**src/rtl/chanctrl_regf_pkg.sv**
```systemverilog
`default_nettype none
// ============================================================================
// Module   : chanctrl_regf_pkg
// Brief    : Address map, ID value and soft-reset state encoding for the
//            channel-control register file.
// Revision : 1.0 - initial release
// ============================================================================
package chanctrl_regf_pkg;

  localparam int c_ADDR_ID       = 'h000;
  localparam int c_ADDR_GCTRL    = 'h001;
  localparam int c_ADDR_IRQ_EN   = 'h002;
  localparam int c_ADDR_IRQ_STAT = 'h003;
  localparam int c_ADDR_CH_BASE  = 'h010;

  localparam logic [15:0] c_ID_VALUE = 16'hC7A1;

  typedef enum logic [0:0] {
    SRST_IDLE   = 1'b0,
    SRST_ACTIVE = 1'b1
  } srst_state_t;

endpackage
`default_nettype wire

```
**src/rtl/chanctrl_regf_if.sv**
```systemverilog
`default_nettype none
// ============================================================================
// Module   : chanctrl_regf_if
// Brief    : Single-cycle memory-style register bus (strobe/addr/we/data).
// Revision : 1.0 - initial release
// ============================================================================
interface chanctrl_regf_if #(
  parameter int ADDR_W = 13,
  parameter int DATA_W = 32
);

  logic              mem_ena_i;
  logic [ADDR_W-1:0] mem_addr_i;
  logic              mem_wena_i;
  logic [DATA_W-1:0] mem_wdata_i;
  logic [DATA_W-1:0] mem_rdata_o;
  logic              mem_err_o;

  modport master (
    output mem_ena_i, mem_addr_i, mem_wena_i, mem_wdata_i,
    input  mem_rdata_o, mem_err_o
  );

  modport slave (
    input  mem_ena_i, mem_addr_i, mem_wena_i, mem_wdata_i,
    output mem_rdata_o, mem_err_o
  );

endinterface
`default_nettype wire

```
**src/rtl/chanctrl_srst.sv**
```systemverilog
`default_nettype none
// ============================================================================
// Module   : chanctrl_srst
// Brief    : Soft-reset sequencer: IDLE/ACTIVE FSM with pulse-length counter.
// Revision : 1.0 - initial release
// ============================================================================
module chanctrl_srst
  import chanctrl_regf_pkg::*;
#(
  parameter int SRST_CYCLES = 4
) (
  input  wire logic clk,
  input  wire logic rst,
  input  wire logic i_trig,
  input  wire logic i_ext,
  output logic      o_start,
  output logic      o_active
);

  srst_state_t r_state;
  logic [7:0]  r_cnt;
  logic        r_active;

  // Entry strobe is combinational so the register file clears on the same edge
  assign o_start  = (r_state == SRST_IDLE) && (i_trig || i_ext);
  assign o_active = r_active;

  always_ff @(posedge clk) begin
    if (rst) begin
      r_state  <= SRST_IDLE;
      r_cnt    <= '0;
      r_active <= 1'b0;
    end else begin
      case (r_state)
        SRST_IDLE: begin
          if (o_start) begin
            r_state  <= SRST_ACTIVE;
            r_cnt    <= 8'(SRST_CYCLES - 1);
            r_active <= 1'b1;
          end
        end
        SRST_ACTIVE: begin
          if (r_cnt == '0) begin
            if (!i_ext) begin
              r_state  <= SRST_IDLE;
              r_active <= 1'b0;
            end
          end else begin
            r_cnt <= r_cnt - 8'd1;
          end
        end
        default: begin
          r_state  <= SRST_IDLE;
          r_active <= 1'b0;
        end
      endcase
    end
  end

endmodule
`default_nettype wire

```
**src/rtl/chanctrl_regf.sv**
```systemverilog
`default_nettype none
// ============================================================================
// Module   : chanctrl_regf
// Brief    : Channel-control register file: bus decode, ENA/IRQ registers,
//            busy falling-edge interrupt and soft-reset sequencing.
// Revision : 1.0 - initial release
// ============================================================================
module chanctrl_regf
  import chanctrl_regf_pkg::*;
#(
  parameter int NUM_CH      = 4,
  parameter int ADDR_W      = 13,
  parameter int DATA_W      = 32,
  parameter int SRST_CYCLES = 4
) (
  input  wire logic              main_clk_i,
  input  wire logic              main_rst_i,
  chanctrl_regf_if.slave         bus,
  output logic [NUM_CH-1:0]      regf_ch_ena_o,
  input  wire logic [NUM_CH-1:0] regf_ch_busy_i,
  input  wire logic              soft_rst_i,
  output logic                   soft_rst_o,
  output logic                   irq_o
);

  logic              w_acc, w_wr, w_rd;
  logic              w_hit_id, w_hit_gctrl, w_hit_irq_en, w_hit_irq_stat, w_hit_ch;
  logic              w_mapped, w_err, w_wr_ok, w_trig, w_start, w_active;
  logic [3:0]        w_idx;
  logic [NUM_CH-1:0] w_ch_sel, w_ch_ena_nxt, w_w1c, w_set;
  logic [DATA_W-1:0] w_rd_val;
  logic              w_unused_wdata;

  logic [DATA_W-1:0] r_rdata;
  logic              r_err;
  logic [NUM_CH-1:0] r_ch_ena, r_irq_en, r_irq_stat, r_busy_q;
  logic              r_irq;

  assign w_acc = bus.mem_ena_i;
  assign w_wr  = w_acc && bus.mem_wena_i;
  assign w_rd  = w_acc && !bus.mem_wena_i;
  assign w_idx = bus.mem_addr_i[3:0];

  assign w_hit_id       = bus.mem_addr_i == ADDR_W'(c_ADDR_ID);
  assign w_hit_gctrl    = bus.mem_addr_i == ADDR_W'(c_ADDR_GCTRL);
  assign w_hit_irq_en   = bus.mem_addr_i == ADDR_W'(c_ADDR_IRQ_EN);
  assign w_hit_irq_stat = bus.mem_addr_i == ADDR_W'(c_ADDR_IRQ_STAT);
  assign w_hit_ch       = (bus.mem_addr_i[ADDR_W-1:4] == (ADDR_W-4)'(c_ADDR_CH_BASE >> 4))
                       && ({1'b0, w_idx} < 5'(NUM_CH));
  assign w_mapped = w_hit_id || w_hit_gctrl || w_hit_irq_en || w_hit_irq_stat || w_hit_ch;

  // Writes are refused on ID and for the whole soft-reset pulse
  assign w_err   = w_acc && (!w_mapped || (w_wr && (w_hit_id || w_active)));
  assign w_wr_ok = w_wr && w_mapped && !w_hit_id && !w_active;
  assign w_trig  = w_wr_ok && w_hit_gctrl && bus.mem_wdata_i[0];

  assign w_w1c = (w_wr_ok && w_hit_irq_stat) ? bus.mem_wdata_i[NUM_CH-1:0] : '0;
  assign w_set = w_active ? '0 : (r_busy_q & ~regf_ch_busy_i);

  assign w_unused_wdata = &{1'b0, bus.mem_wdata_i};

  for (genvar n = 0; n < NUM_CH; n++) begin : g_ch
    assign w_ch_sel[n]     = w_hit_ch && (w_idx == 4'(n));
    assign w_ch_ena_nxt[n] = (w_wr_ok && w_ch_sel[n]) ? bus.mem_wdata_i[0] : r_ch_ena[n];
  end

  always_comb begin
    w_rd_val = '0;
    if (w_hit_id) begin
      w_rd_val[15:0] = c_ID_VALUE;
    end else if (w_hit_gctrl) begin
      w_rd_val[0] = w_active;
    end else if (w_hit_irq_en) begin
      w_rd_val[NUM_CH-1:0] = r_irq_en;
    end else if (w_hit_irq_stat) begin
      w_rd_val[NUM_CH-1:0] = r_irq_stat;
    end else begin
      for (int n = 0; n < NUM_CH; n++) begin
        if (w_ch_sel[n]) begin
          w_rd_val[0] = r_ch_ena[n];
          w_rd_val[1] = regf_ch_busy_i[n];
        end
      end
    end
  end

  chanctrl_srst #(
    .SRST_CYCLES (SRST_CYCLES)
  ) u_srst (
    .clk      (main_clk_i),
    .rst      (main_rst_i),
    .i_trig   (w_trig),
    .i_ext    (soft_rst_i),
    .o_start  (w_start),
    .o_active (w_active)
  );

  always_ff @(posedge main_clk_i) begin
    if (main_rst_i) begin
      r_rdata    <= '0;
      r_err      <= 1'b0;
      r_busy_q   <= '0;
      r_ch_ena   <= '0;
      r_irq_en   <= '0;
      r_irq_stat <= '0;
      r_irq      <= 1'b0;
    end else begin
      r_rdata  <= (w_rd && w_mapped) ? w_rd_val : '0;
      r_err    <= w_err;
      r_busy_q <= regf_ch_busy_i;
      if (w_start) begin
        r_ch_ena   <= '0;
        r_irq_en   <= '0;
        r_irq_stat <= '0;
        r_irq      <= 1'b0;
      end else begin
        r_ch_ena <= w_ch_ena_nxt;
        if (w_wr_ok && w_hit_irq_en) begin
          r_irq_en <= bus.mem_wdata_i[NUM_CH-1:0];
        end
        // A set in the same cycle as its W1C clear survives
        r_irq_stat <= (r_irq_stat & ~w_w1c) | w_set;
        r_irq      <= |(r_irq_stat & r_irq_en);
      end
    end
  end

  assign bus.mem_rdata_o = r_rdata;
  assign bus.mem_err_o   = r_err;
  assign regf_ch_ena_o   = r_ch_ena;
  assign soft_rst_o      = w_active;
  assign irq_o           = r_irq;

endmodule
`default_nettype wire

```
**src/flat_wrapper.sv**
```systemverilog
// flat-port wrapper written by rule: the top's interface ports become plain ports
module chanctrl_regf_flat import chanctrl_regf_pkg::*;
#(
  parameter int NUM_CH      = 4,
  parameter int ADDR_W      = 13,
  parameter int DATA_W      = 32,
  parameter int SRST_CYCLES = 4
)
  (main_clk_i, main_rst_i, regf_ch_ena_o, regf_ch_busy_i, soft_rst_i, soft_rst_o, irq_o, bus_mem_ena_i, bus_mem_addr_i, bus_mem_wena_i, bus_mem_wdata_i, bus_mem_rdata_o, bus_mem_err_o);
  chanctrl_regf_if #(.ADDR_W(ADDR_W), .DATA_W(DATA_W)) bus_i ();
  input  wire logic main_clk_i;
  input  wire logic main_rst_i;
  output logic [NUM_CH-1:0] regf_ch_ena_o;
  input  wire logic [NUM_CH-1:0] regf_ch_busy_i;
  input  wire logic soft_rst_i;
  output logic soft_rst_o;
  output logic irq_o;
  input wire logic [$bits(bus_i.mem_ena_i)-1:0] bus_mem_ena_i;
  input wire logic [$bits(bus_i.mem_addr_i)-1:0] bus_mem_addr_i;
  input wire logic [$bits(bus_i.mem_wena_i)-1:0] bus_mem_wena_i;
  input wire logic [$bits(bus_i.mem_wdata_i)-1:0] bus_mem_wdata_i;
  output wire logic [$bits(bus_i.mem_rdata_o)-1:0] bus_mem_rdata_o;
  output wire logic [$bits(bus_i.mem_err_o)-1:0] bus_mem_err_o;
  assign bus_i.mem_ena_i = bus_mem_ena_i;
  assign bus_i.mem_addr_i = bus_mem_addr_i;
  assign bus_i.mem_wena_i = bus_mem_wena_i;
  assign bus_i.mem_wdata_i = bus_mem_wdata_i;
  assign bus_mem_rdata_o = bus_i.mem_rdata_o;
  assign bus_mem_err_o = bus_i.mem_err_o;
  chanctrl_regf #(.NUM_CH(NUM_CH), .ADDR_W(ADDR_W), .DATA_W(DATA_W), .SRST_CYCLES(SRST_CYCLES)) u_core (.main_clk_i(main_clk_i), .main_rst_i(main_rst_i), .bus(bus_i), .regf_ch_ena_o(regf_ch_ena_o), .regf_ch_busy_i(regf_ch_busy_i), .soft_rst_i(soft_rst_i), .soft_rst_o(soft_rst_o), .irq_o(irq_o));
endmodule
```
**config.mk**
```make
export PLATFORM = sky130hd
export DESIGN_NAME = chanctrl_regf_flat
export DESIGN_NICKNAME = d
export VERILOG_FILES = /design/src/rtl/chanctrl_regf_pkg.sv /design/src/rtl/chanctrl_regf_if.sv /design/src/rtl/chanctrl_srst.sv /design/src/rtl/chanctrl_regf.sv /design/src/flat_wrapper.sv
export SDC_FILE = /design/constraint.sdc
export NUM_CORES = 1
export LEC_CHECK = 0
export CAP_MARGIN = 20
export CORE_MARGIN = 1
export CORE_UTILIZATION = 40
export CTS_CLUSTER_DIAMETER = 120
export DETAILED_ROUTE_END_ITERATION = 10
export GPL_ROUTABILITY_DRIVEN = 0
export PLACE_DENSITY_LB_ADDON = 0.25
export SYNTH_ARGS = -nofsm -noshare
export SYNTH_HDL_FRONTEND = slang
export SYNTH_SLANG_ARGS = --single-unit
```
**constraint.sdc**
```tcl
create_clock -name main_clk_i -period 2.3 [get_ports main_clk_i]
set_input_delay 0.46 -clock main_clk_i [delete_from_list [all_inputs] [get_ports main_clk_i]]
set_output_delay 0.46 -clock main_clk_i [all_outputs]
set_load 0.02 [all_outputs]
```
# [Yosys cells after proc, flatten, opt, wreduce, memory -nomap -nowiden]
# Index checks and enable logic that the tools add are counted.
[word_totals] register_bits=60
[op_classes] addsub=1 order_cmp=1 eq_ne=11 muxes=23 bitwise=8 n_reduce_logical=42
[ops] op="13-bit by 2-bit == test with 1-bit output (second input constant)" count=2
[ops] op="1-bit logical AND" count=22
[ops] op="8-bit two-way mux" count=2
[ops] op="8-bit case mux with 2 select lines" count=1
[ops] op="13-bit by 1-bit == test with 1-bit output (second input constant)" count=1
[ops] op="13-bit logical NOT" count=1
[ops] op="4-bit AND" count=3
[ops] op="12-bit two-way mux" count=1
[ops] op="2-bit two-way mux" count=6
[ops] op="4-bit two-way mux" count=3
[ops] op="9-bit by 1-bit == test with 1-bit output (second input constant)" count=1
[ops] op="4-bit by 2-bit == test with 1-bit output (second input constant)" count=2
[ops] op="8-bit logical NOT" count=1
[ops] op="1-bit two-way mux" count=8
[ops] op="4-bit inverter" count=2
[ops] op="4-bit OR reduction" count=2
[ops] op="8-bit by 1-bit subtractor with 8-bit output (second input constant)" count=1
[ops] op="1-bit logical OR" count=7
[ops] op="2-bit != test (second input constant)" count=3
[ops] op="4-bit by 1-bit == test with 1-bit output (second input constant)" count=1
[ops] op="1-bit logical NOT" count=4
[ops] op="4-bit logical NOT" count=1
[ops] op="4-bit by 3-bit less-than comparator with 1-bit output (second input constant)" count=1
[ops] op="4-bit bitwise OR" count=1
[ops] op="6 further kinds" count=9

# [Logic depth before layout (Yosys ltp)]
# Gate-level depths: netlist (run 1).
[logic_depth] word_depth=14 mapped_depth=8

# [Cells and area by module]
# Synthesis (run 1) repeated with hierarchy kept, for this count alone.
[unflattened] cells_unflattened=214 hier_area_um2=1865.5
[by_module_without_submodules] module="chanctrl_regf" n_inst=1 cells_per_inst=155 area_per_inst_um2=1326.3
[by_module_without_submodules] module="chanctrl_srst" n_inst=1 cells_per_inst=59 area_per_inst_um2=539.3

# [Worst setup path after synthesis (run 1)]
# Ideal clock, no wire load.
[synth_path] path_type="reg-to-reg" from="register u_core.u_srst.r_cnt[0]" to="register u_core.u_srst.r_cnt[3]" setup_ns=0.091 arrival_ns=1.834 t_required_ns=2.209 setup_slack_ns=0.375 path_stages_with_launch=9 path_cell_list="dfxtp_1 inv_1 ha_1 or3b_2 buf_6 o21a_1 buf_6 a211o_1 a311oi_1"
[synth_via] elab_chain_cells=3 elab_cells_between_ends=6
[synth_rtl] item="start, declared" line="chanctrl_srst.sv:21" text="logic [7:0] r_cnt;"
[synth_rtl] item="start signal, assigned" line="chanctrl_srst.sv:38" text="r_cnt <= 8'(SRST_CYCLES - 1);"
[synth_rtl] item="start signal, assigned" line="chanctrl_srst.sv:49" text="r_cnt <= r_cnt - 8'd1;"
[synth_rtl] item="8-bit by 1-bit subtractor with 8-bit output / 8-bit logical NOT (equally long branches)" line="chanctrl_srst.sv:49, chanctrl_srst.sv:43"
[synth_rtl] item="8-bit two-way mux / 2-bit != test (equally long branches)"
[synth_rtl] item="8-bit case mux with 2 select lines / 2-bit AND reduction (equally long branches)"
# Parallel ways exist; a longest one is shown, timed or not. The select of a mux whose other input is x is not followed.
# A chain may end at the register's enable or synchronous reset.

# [Final worst setup path (run 1)]
[layout_path] from="register u_core.u_srst.r_cnt[0]" to="register u_core.u_srst.r_cnt[2]"
# Same word-level chain as after synthesis.

==> results.md, run 1 <==
- Status: finished, final reports clean
- # port buffers: 43
- Residual DRC: 0
- Setup repair bufs after CTS: 0
- Drt via density: 5.11
- Met3 Use GR: 4.94%
- Num CTS Buffers: 5
- Clock sink total: 33
- Most frequent cells in the layout: 43 x clkdlybuf4s50_1, 33 x dfxtp_1, 21 x conb_1, 20 x a21oi_1, 17 x nor2_1
- Largest net degree at the start of global routing: 18
- Multi-input gate area: 927 sq um
- Initial Utilization: 41.6%
- Antenna cells: 0
- F_max: 490 MHz
- Startpoint types: flip-flop
- Clock Pin Slew Worst Setup and Hold Paths: 70 ps
- Ys Warns: 0
- Layout cells sized above 1: 9.30%
- Initial antenna violation count: 0
- Max_cap viols: 0
- Tcrit/Tclk final: 88.7%
- Setup CP Type: flip-flop to flip-flop
- Vias: 1584
- Crit path max fanout: 9
- Setup violations, final: 0
- Routed Antenna Nets: 0
- Reg area: 661 sq um
- Critical path's top delay family: compound AO/OA/AOI/OAI gates
- RSZ-0062 raised after global routing: false
- TritonCTS clock tree: done
- Clock Tree Buf Depth: 2
- Fin crit period: 2040 ps
- 1st-iter DRT viols: 117
- VDD IR max: 0.000306 V
- Crit path largest cell delay: 510 ps
- Die height: 69.3 um
- Final Hold Vio Count: 0
- DP Area: 0.00219 sq mm
- Pwr Total: 1.38 mW
- DP Cell Count: 302
- IO Pins: 93
- Core area: 0.00435 sq mm
- TNS Setup: 0 ps
- Cells after synthesis: 217
- Slowest-stage cell, CP: or3b_2
- Final clock skew: 2.54 ps
- Final worst slack: 260 ps
- GRT Max-Usage Layer: met2
- Bufs and invs on worst path: 1
- Leakage Power: 0.865 nW
- Post-route design area: 0.00229 sq mm
- Detailed Place HPWL: 2930 um
- Power per cell area: 602 mW/mm^2
- FF+latch count, synth: 33
- Global Route met1 Usage: 18.9%
- HP Class: flip-flop to flip-flop
- Post-layout util: 52.7%
- Gr usage total: 16.5%
- Number of flops mapped to enable cells by yosys: 0
- CTS Hold Bufs: 0
- Critical path, cell by cell: inv_1 > ha_1 > or3b_2 > o21a_1 > a211o_1 > a311oi_1
- Skew-Pair Late Insertion Delay: 280 ps
- Vias in the first global route: 1470
- Pre-CTS setup slack: 99.8 ps
- Post-layout nets: 313
- WHS: 440 ps
- First drt pass iteration count: 4
- Die width: 69.3 um
- Global-route wire length before repair: 6330 um
- Library cells used by synthesis: 46
- Gates resized, CTS repair: 0
- Area growth syn-to-layout: 26.6%
- Layout Cells excl Fill: 310
- Post-Syn Area per Cell: 8.35 sq um
- Die area: 0.00481 sq mm
- Met2 usage: 28.3%
- Most common cell after layout, fill and taps aside: clkdlybuf4s50_1
- CTS H-tree lvls: 2
- Crit path capture type: flip-flop
- Filler cells: 437
- Post-synthesis sequential area ratio: 36.4%
- Routed wire per std cell: 12.6 um
- CTS Root Cell: clkbuf_8
- FFs w/ async S/R, synth: 0%
- Total Wirelength: 3920 um
- WP data arrival: 2230 ps
- Slew Viols, Final: 0
- Critical Path RT: 2480 ps
- Grt total ovfl: 0
- Dominant synthesized flop cell: dfxtp_1
- # rows: 24
- Cell Area, Synth: 0.00181 sq mm
[registers in the layout (all words and copies together), names as in the netlist]
| signal | cells |
|---|---|
| u_core.bus.mem_err_o | 1 |
| u_core.bus.mem_rdata_o | 5 |
| u_core.irq_o | 1 |
| u_core.r_busy_q | 4 |
| u_core.r_irq_en | 4 |
| u_core.r_irq_stat | 4 |
| u_core.regf_ch_ena_o | 4 |
| u_core.u_srst.o_active | 1 |
| u_core.u_srst.r_cnt | 8 |
| u_core.u_srst.r_state | 1 |
[tightest hold or removal path: cells and delay by family (launching register included)]
| kind | cells | cell delay (ps) |
|---|---|---|
| AOI/OAI and AO/OA | 1 | 50 |
| and+or+nand+nor | 1 | 50 |
| DFF | 1 | 300 |
[power breakdown]
| part | internal, mW | switching (mW) |
|---|---|---|
| Combinational | 0.128 | 0.148 |
| Sequential | 0.597 | 0.0270 |
| Clock | 0.270 | 0.210 |
[area by class of cell]
cell class | count | area share [%]
clock buffer | 7 | 4.20
clock inverter | 1 | 0.218
inverter | 6 | 0.981
multi-input combinational | 158 | 40.4
sequential | 33 | 28.8
tap | 52 | 2.84
timing repair buffer | 53 | 22.6
[logic make-up (layout without fill, tap and decap cells)]
logic type,after synthesis,count (layout),synth area share (%)
buffers and inverters,46,67,16.6
flip-flops,33,33,36.4
AND/OR/NAND/NOR,75,75,23.1
multiplexers,4,4,2.90
other,1,21,0.207
XOR/XNOR,3,3,1.45
adder cells (fa/ha/maj),2,2,1.38
AO/OA/AOI/OAI,53,53,18.0
[synth_stat cells (3+ instances only)]
cell	n	share of area, %
xor2_1	3	1.4
a211oi_1	3	1.2
nor3_1	5	1.4
nor2_1	17	3.5
nor2b_1	7	2.4
nand4_1	4	1.4
a21oi_1	20	5.5
buf_2	3	0.83
and3_1	5	1.7
clkbuf_1	7	1.4
nand3_1	13	3.6
buf_4	27	11
nand2_1	8	1.7
a22oi_1	3	1.2
mux2i_1	3	1.7
inv_1	6	1.2
buf_6	3	1.9
o21ai_0	13	3.6
dfxtp_1	33	36
a211o_1	3	1.4
[worst paths after layout]
check                           depth (start not counted)  slack [ps]                           startpoint                                   to
worst max-delay path                                    6         260  u_core.u_srst.r_cnt[0]$_SDFFE_PP0P_  u_core.u_srst.r_cnt[2]$_SDFFE_PP0P_
worst min-delay path                                    2         440        u_core.r_busy_q[1]$_SDFF_PP0_      u_core.r_irq_stat[1]$_SDFF_PP0_
worst max register to register                          6         260  u_core.u_srst.r_cnt[0]$_SDFFE_PP0P_  u_core.u_srst.r_cnt[2]$_SDFFE_PP0P_
worst min register to register                          2         440        u_core.r_busy_q[1]$_SDFF_PP0_      u_core.r_irq_stat[1]$_SDFF_PP0_
[per-layer routing]
metal / wire, um / vias up / share of wire [%]
met4: 33 / 0 / 0.84
met3: 275 / 4 / 7.0
met1: 1730 / 721 / 44
met2: 1880 / 55 / 48
met5: 0 / - / 0
li1: - / 804 / -
Note: power is estimated with default switching activity, not from simulation.
==> inputs of run 2 (changes only) <==
REMOVE_ABC_BUFFERS = 1   (was default)
==> results.md, run 2 (synthesis results as in run 1) <==
- Status: finished, final reports clean (unchanged)
- Max_cap viols: 0 (unchanged)
- Post-route design area: 0.00226 sq mm (was 0.00229 sq mm)
- WHS: 441 ps (was 440 ps)
- Setup CP Type: flip-flop to flip-flop (unchanged)
- Die height: 69.3 um (unchanged)
- Clock Tree Buf Depth: 2 (unchanged)
- Tcrit/Tclk final: 88.2% (was 88.7%)
- Met1 wire length: 1850 um (was 1730 um)
- DP Area: 0.00219 sq mm (about the same)
- Crit path max fanout: 9 (unchanged)
- Skew-Pair Late Insertion Delay: 280 ps (about the same)
- Max Used Layer: met4 (unchanged)
- Max_slew headroom: 62.6%
- CP startpoint: u_core.u_srst.r_cnt[0]$_SDFFE_PP0P_ (unchanged)
- TNS Setup: 0 ps (unchanged)
- Critical path, cell by cell: inv_1 > ha_1 > or3b_2 > o21a_1 > a211o_1 > a311oi_1 (unchanged)
- Vias: 1603 (was 1584)
- Post-layout nets: 314 (was 313)
- Gates resized, CTS repair: 0 (unchanged)
- Grt total ovfl: 0 (unchanged)
- VDD IR max: 0.000370 V (was 0.000306 V)
- Routed Antenna Nets: 0 (unchanged)
- Setup repair bufs after CTS: 0 (unchanged)
- Vias in the first global route: 1440 (was 1470)
- Clock Pin Slew Worst Setup and Hold Paths: 60 ps (was 70 ps)
- Drt via density: 5.19 (was 5.11)
- Pre-CTS setup slack: 38.5 ps (was 99.8 ps)
- Final worst slack: 271 ps (was 260 ps)
- RSZ-0062 raised after global routing: false (unchanged)
- Worst R2R End: u_core.u_srst.r_cnt[2]$_SDFFE_PP0P_ (unchanged)
- Hold Path Stages: 2 (unchanged)
- Num CTS Buffers: 5 (unchanged)
- Residual DRC: 0 (unchanged)
- DP Cell Count: 303 (was 302)
- Crit path capture: u_core.u_srst.r_cnt[2]$_SDFFE_PP0P_ (unchanged)
- Post-layout util: 52.0% (was 52.7%)
- Crit path largest cell delay: 510 ps (about the same)
- Routed wire per std cell: 13.0 um (was 12.6 um)
- # rows: 24 (unchanged)
- Most frequent cells in the layout: 43 x clkdlybuf4s50_1, 33 x dfxtp_1, 21 x conb_1, 20 x a21oi_1, 17 x nor2_1 (unchanged)
- Largest net degree at the start of global routing: 12 (was 18)
- Routed wl met3: 311 um (was 275 um)
- First drt pass iteration count: 4 (unchanged)
- 1st-iter DRT viols: 74 (was 117)
- Number of flip-flops in the largest register: 8 (unchanged)
- Power per cell area: 568 mW/mm^2 (was 602 mW/mm^2)
- F_max: 493 MHz (was 490 MHz)
- Filler cells: 445 (was 437)
- Detailed Place HPWL: 3120 um (was 2930 um)
- Clock sink total: 33 (unchanged)
- Die area: 0.00481 sq mm (unchanged)
- TritonCTS clock tree: done (unchanged)
- Initial Utilization: 41.6% (unchanged)
- CTS Root Cell: clkbuf_8 (unchanged)
- # port buffers: 43 (unchanged)
- Global-route wire length before repair: 6760 um (was 6330 um)
- Setup violations, final: 0 (unchanged)
- Pwr Total: 1.28 mW (was 1.38 mW)
- Fin crit period: 2030 ps (was 2040 ps)
- Crit path capture type: flip-flop (unchanged)
- Worst R2R Setup Slack: 270 ps (was 260 ps)
- Slew @ Worst Pin: 556 ps
- Area growth syn-to-layout: 24.8% (was 26.6%)
- Total Wirelength: 4030 um (was 3920 um)
- Routed wl met2: 1770 um (was 1880 um)
- IO Pins: 93 (unchanged)
- Core area: 0.00435 sq mm (unchanged)
- WP data arrival: 2220 ps (was 2230 ps)
- CTS H-tree lvls: 2 (unchanged)
- FF-to-FF Start: u_core.u_srst.r_cnt[0]$_SDFFE_PP0P_ (unchanged)
- Critical Path RT: 2490 ps (was 2480 ps)
- Leakage Power: 0.850 nW (was 0.865 nW)
- Final Hold Vio Count: 0 (unchanged)
- Slowest-stage cell, CP: or3b_2 (unchanged)
- CTS Hold Bufs: 0 (unchanged)
- Antenna cells: 0 (unchanged)
- Die width: 69.3 um (unchanged)
- Initial antenna violation count: 0 (unchanged)
- Layout Cells excl Fill: 309 (was 310)
- Reg with most FFs: u_core.u_srst.r_cnt (unchanged)
- Cells on worst reg2reg path: 6 (unchanged)
- Final clock skew: 4.53 ps (was 2.54 ps)
- Layout cells sized above 1: 8.95% (was 9.30%)
- Slew Viols, Final: 0 (unchanged)
- Most common cell after layout, fill and taps aside: clkdlybuf4s50_1 (unchanged)
- Startpoint types: flip-flop (unchanged)
- HP Class: flip-flop to flip-flop (unchanged)
- Gr usage total: 17.7% (was 16.5%)
[run 2: cell types whose count changed in the layout (fill, tap and decap cells not counted)]
cell      change
buf_4         +2
clkbuf_8      -2
buf_12        -1
[run 2: per-layer routing]
layer,vias up,track usage [%]
li1,806,-
met1,719,22.3
met2,67,27.5
met3,11,5.52
met4,0,8.39
met5,-,0
[run 2: layout make-up]
cell class | instances | area [sq um] | area share (%)
clock buffers | 5 | 68.8 | 3.04
clock inverters | 1 | 5.00 | 0.221
repair buffers | 54 | 513 | 22.7
multi-input cells | 158 | 927 | 41.0
inverters | 6 | 22.5 | 0.996
flip-flops and latches | 33 | 661 | 29.2
well taps | 52 | 65.1 | 2.88
[run 2: how the worst min path moves through the flow]
stage,from,to,slack (ps)
after global placement,u_core.r_busy_q[0]$_SDFF_PP0_,u_core.r_irq_stat[0]$_SDFF_PP0_,430
after detailed placement,u_core.r_busy_q[1]$_SDFF_PP0_,u_core.r_irq_stat[1]$_SDFF_PP0_,430
after CTS,u_core.r_busy_q[1]$_SDFF_PP0_,u_core.r_irq_stat[1]$_SDFF_PP0_,440
after floorplan,u_core.r_busy_q[0]$_SDFF_PP0_,u_core.r_irq_stat[0]$_SDFF_PP0_,420
final,u_core.r_busy_q[1]$_SDFF_PP0_,u_core.r_irq_stat[1]$_SDFF_PP0_,440
after global routing,u_core.r_busy_q[1]$_SDFF_PP0_,u_core.r_irq_stat[1]$_SDFF_PP0_,480
[run 2: critical path, delay by kind of cell, from the launching register on]
| kind | cells | cell delay, ps |
|---|---|---|
| flops | 1 | 340 |
| compound gates | 3 | 830 |
| simple gates | 1 | 510 |
| buf+inv | 1 | 100 |
| fa+ha+maj | 1 | 150 |
[run 2: where the power goes]
group / leakage [nW] / total (mW) / internal, mW / switching [mW]
clock: 0.0399 / 0.386 / 0.198 / 0.188
sequential: 0.269 / 0.624 / 0.597 / 0.0270
combinational: 0.541 / 0.274 / 0.126 / 0.148
==> inputs of run 3 (changes only) <==
CORE_ASPECT_RATIO = 1.5   (was default)
==> results.md, run 3 (synthesis results as in run 1) <==
- Status: complete, but fails checks (was finished, final reports clean)
- Failing checks: DRC
- Worst R2R Setup Slack: 270 ps (about the same)
- Hold Path Stages: 2 (unchanged)
- Drt via density: 5.35 (was 5.19)
- Antenna cells: 0 (unchanged)
- Largest net degree at the start of global routing: 18 (was 12)
- Detailed Place HPWL: 3100 um (was 3120 um)
- Clock sink total: 33 (unchanged)
- Worst R2R End: u_core.u_srst.r_cnt[2]$_SDFFE_PP0P_ (unchanged)
- Global-route wire length before repair: 6560 um (was 6760 um)
- Setup CP Type: flip-flop to flip-flop (unchanged)
- Power per cell area: 638 mW/mm^2 (was 568 mW/mm^2)
- Layout cells sized above 1: 8.91% (was 8.95%)
- Most frequent cells in the layout: 43 x clkdlybuf4s50_1, 33 x dfxtp_1, 21 x conb_1, 20 x a21oi_1, 17 x nor2_1 (unchanged)
- CTS H-tree lvls: 2 (unchanged)
- Grt total ovfl: 0 (unchanged)
- Die height: 84.5 um (was 69.3 um)
- Crit path capture type: flip-flop (unchanged)
- Clock Tree Buf Depth: 2 (unchanged)
- Max_cap viols: 0 (unchanged)
- # rows: 29 (was 24)
- Filler cells: 415 (was 445)
- Cells on worst reg2reg path: 6 (unchanged)
- FF-to-FF Start: u_core.u_srst.r_cnt[0]$_SDFFE_PP0P_ (unchanged)
- CTS Root Cell: clkbuf_8 (unchanged)
- TNS Setup: 0 ps (unchanged)
- Vias in the first global route: 1487 (was 1440)
- Gr usage total: 17.7% (about the same)
- VDD IR max: 0.000315 V (was 0.000370 V)
- Area growth syn-to-layout: 27.0% (was 24.8%)
- Hold path startpoint: u_core.r_busy_q[3]$_SDFF_PP0_ (was u_core.r_busy_q[1]$_SDFF_PP0_)
- Combinational power share: 18.9% (was 21.3%)
- RSZ-0062 raised after global routing: false (unchanged)
- Clock group share of total power: 38.7% (was 30.1%)
- Skew-Pair Late Insertion Delay: 290 ps (was 280 ps)
- Num CTS Buffers: 5 (unchanged)
- Die area: 0.00481 sq mm (about the same)
- Psw: 391 uW (was 362 uW)
- Routed wire per std cell: 13.4 um (was 13.0 um)
- Tcrit/Tclk final: 88.1% (was 88.2%)
- Int Power: 1.08 mW (was 922 uW)
- First drt pass iteration count: 7 (was 4)
- Seq pwr share: 42.4% (was 48.6%)
- Setup violations, final: 0 (unchanged)
- Initial antenna violation count: 0 (unchanged)
- Initial Utilization: 42.3% (was 41.6%)
- Fin crit period: 2030 ps (about the same)
- Clock Pin Slew Worst Setup and Hold Paths: 70 ps (was 60 ps)
- DP Area: 0.00219 sq mm (about the same)
- F_max: 494 MHz (was 493 MHz)
- Reg with most FFs: u_core.u_srst.r_cnt (unchanged)
- Final Hold Vio Count: 0 (unchanged)
- Pre-CTS setup slack: 128 ps (was 38.5 ps)
- Post-layout nets: 313 (was 314)
- WHS: 442 ps (was 441 ps)
- Residual DRC: 16 (was 0)
- Number of flip-flops in the largest register: 8 (unchanged)
- Post-route design area: 0.00230 sq mm (was 0.00226 sq mm)
- # port buffers: 43 (unchanged)
- Core area: 0.00428 sq mm (was 0.00435 sq mm)
- 1st-iter DRT viols: 53 (was 74)
- Leakage Power: 0.869 nW (was 0.850 nW)
- Gates resized, CTS repair: 0 (unchanged)
- Switch share: 26.6% (was 28.2%)
- Total Wirelength: 4080 um (was 4030 um)
- CTS Hold Bufs: 0 (unchanged)
- IO Pins: 93 (unchanged)
- Hold path endpoint: u_core.r_irq_stat[3]$_SDFF_PP0_ (was u_core.r_irq_stat[1]$_SDFF_PP0_)
- Final clock skew: 3.82 ps (was 4.53 ps)
- Setup repair bufs after CTS: 0 (unchanged)
- Final worst slack: 274 ps (was 271 ps)
- HP Class: flip-flop to flip-flop (unchanged)
- Crit path max fanout: 9 (unchanged)
- Die width: 57.0 um (was 69.3 um)
- TritonCTS clock tree: done (unchanged)
- Startpoint types: flip-flop (unchanged)
- Vias: 1626 (was 1603)
- Most common cell after layout, fill and taps aside: clkdlybuf4s50_1 (unchanged)
- Critical Path RT: 2490 ps (about the same)
- WP data arrival: 2220 ps (about the same)
- Routed Antenna Nets: 0 (unchanged)
- Slew Viols, Final: 0 (unchanged)
## run 3: cell count changes in the layout (fill, tap and decap cells not counted)
cell | before | now
buf_12 | 0 | 1
buf_4 | 11 | 9
bufinv_16 | 0 | 1
clkbuf_1 | 0 | 1
clkbuf_8 | 5 | 6
clkinv_2 | 1 | 0
## run 3: worst max-delay path by stage
stage | startpoint | end | cells past startpoint
after floorplan | u_core.u_srst.r_cnt[0]$_SDFFE_PP0P_ | u_core.u_srst.r_cnt[2]$_SDFFE_PP0P_ | 6
after global placement | bus_mem_addr_i[0] | u_core.regf_ch_ena_o[1]$_SDFFE_PP0P_ | 6
after detailed placement | bus_mem_addr_i[0] | u_core.r_irq_en[3]$_SDFFE_PP0P_ | 6
after CTS | u_core.u_srst.r_cnt[0]$_SDFFE_PP0P_ | u_core.u_srst.r_cnt[3]$_SDFFE_PP0P_ | 6
after global routing | u_core.u_srst.r_cnt[0]$_SDFFE_PP0P_ | u_core.u_srst.r_cnt[2]$_SDFFE_PP0P_ | 6
final | u_core.u_srst.r_cnt[0]$_SDFFE_PP0P_ | u_core.u_srst.r_cnt[2]$_SDFFE_PP0P_ | 6
## run 3: through the flow
step / util, % / power (mW) / std cells
after global routing: 53.8 / 1.54 / 304
after floorplan: - / 0.794 / 197
after detailed placement: 51.1 / 0.911 / 296
after CTS: 53.8 / 1.49 / 304
final: 53.8 / 1.47 / 304
after global placement: 51.1 / 0.908 / 296
## run 3: metal layers
| layer | wire [um] | vias to the layer above | GRT usage [%] |
|---|---|---|---|
| met1 | 1570 | 752 | 17.7 |
| li1 | - | 802 | - |
| met3 | 265 | 12 | 4.16 |
| met4 | 134 | 0 | 12.0 |
| met5 | 0 | - | 0 |
| met2 | 2110 | 60 | 31.7 |
## run 3: area by class of cell
class / count / area (sq um) / area share, %
flip-flops and latches: 33 / 661 / 28.7
clock inverters: 1 / 30.0 / 1.30
multi-input cells: 158 / 927 / 40.3
repair buffers: 53 / 518 / 22.5
clock buffers: 7 / 86.3 / 3.75
inverters: 6 / 22.5 / 0.978
well taps: 46 / 57.6 / 2.50
## run 3: power groups by stage
stage	clock (mW)	sequential [mW]	combinational, mW
floorplan	0	0.632	0.162
global placement	0	0.635	0.273
detailed placement	0	0.636	0.275
CTS	0.586	0.623	0.277
global route	0.606	0.628	0.307
finish	0.569	0.623	0.278
## run 3: worst max-delay path, stage by stage (launching register included)
cell      delay, ps
dfxtp_1         330
inv_1           100
ha_1            140
or3b_2          510
o21a_1          300
a211o_1         290
a311oi_1        260
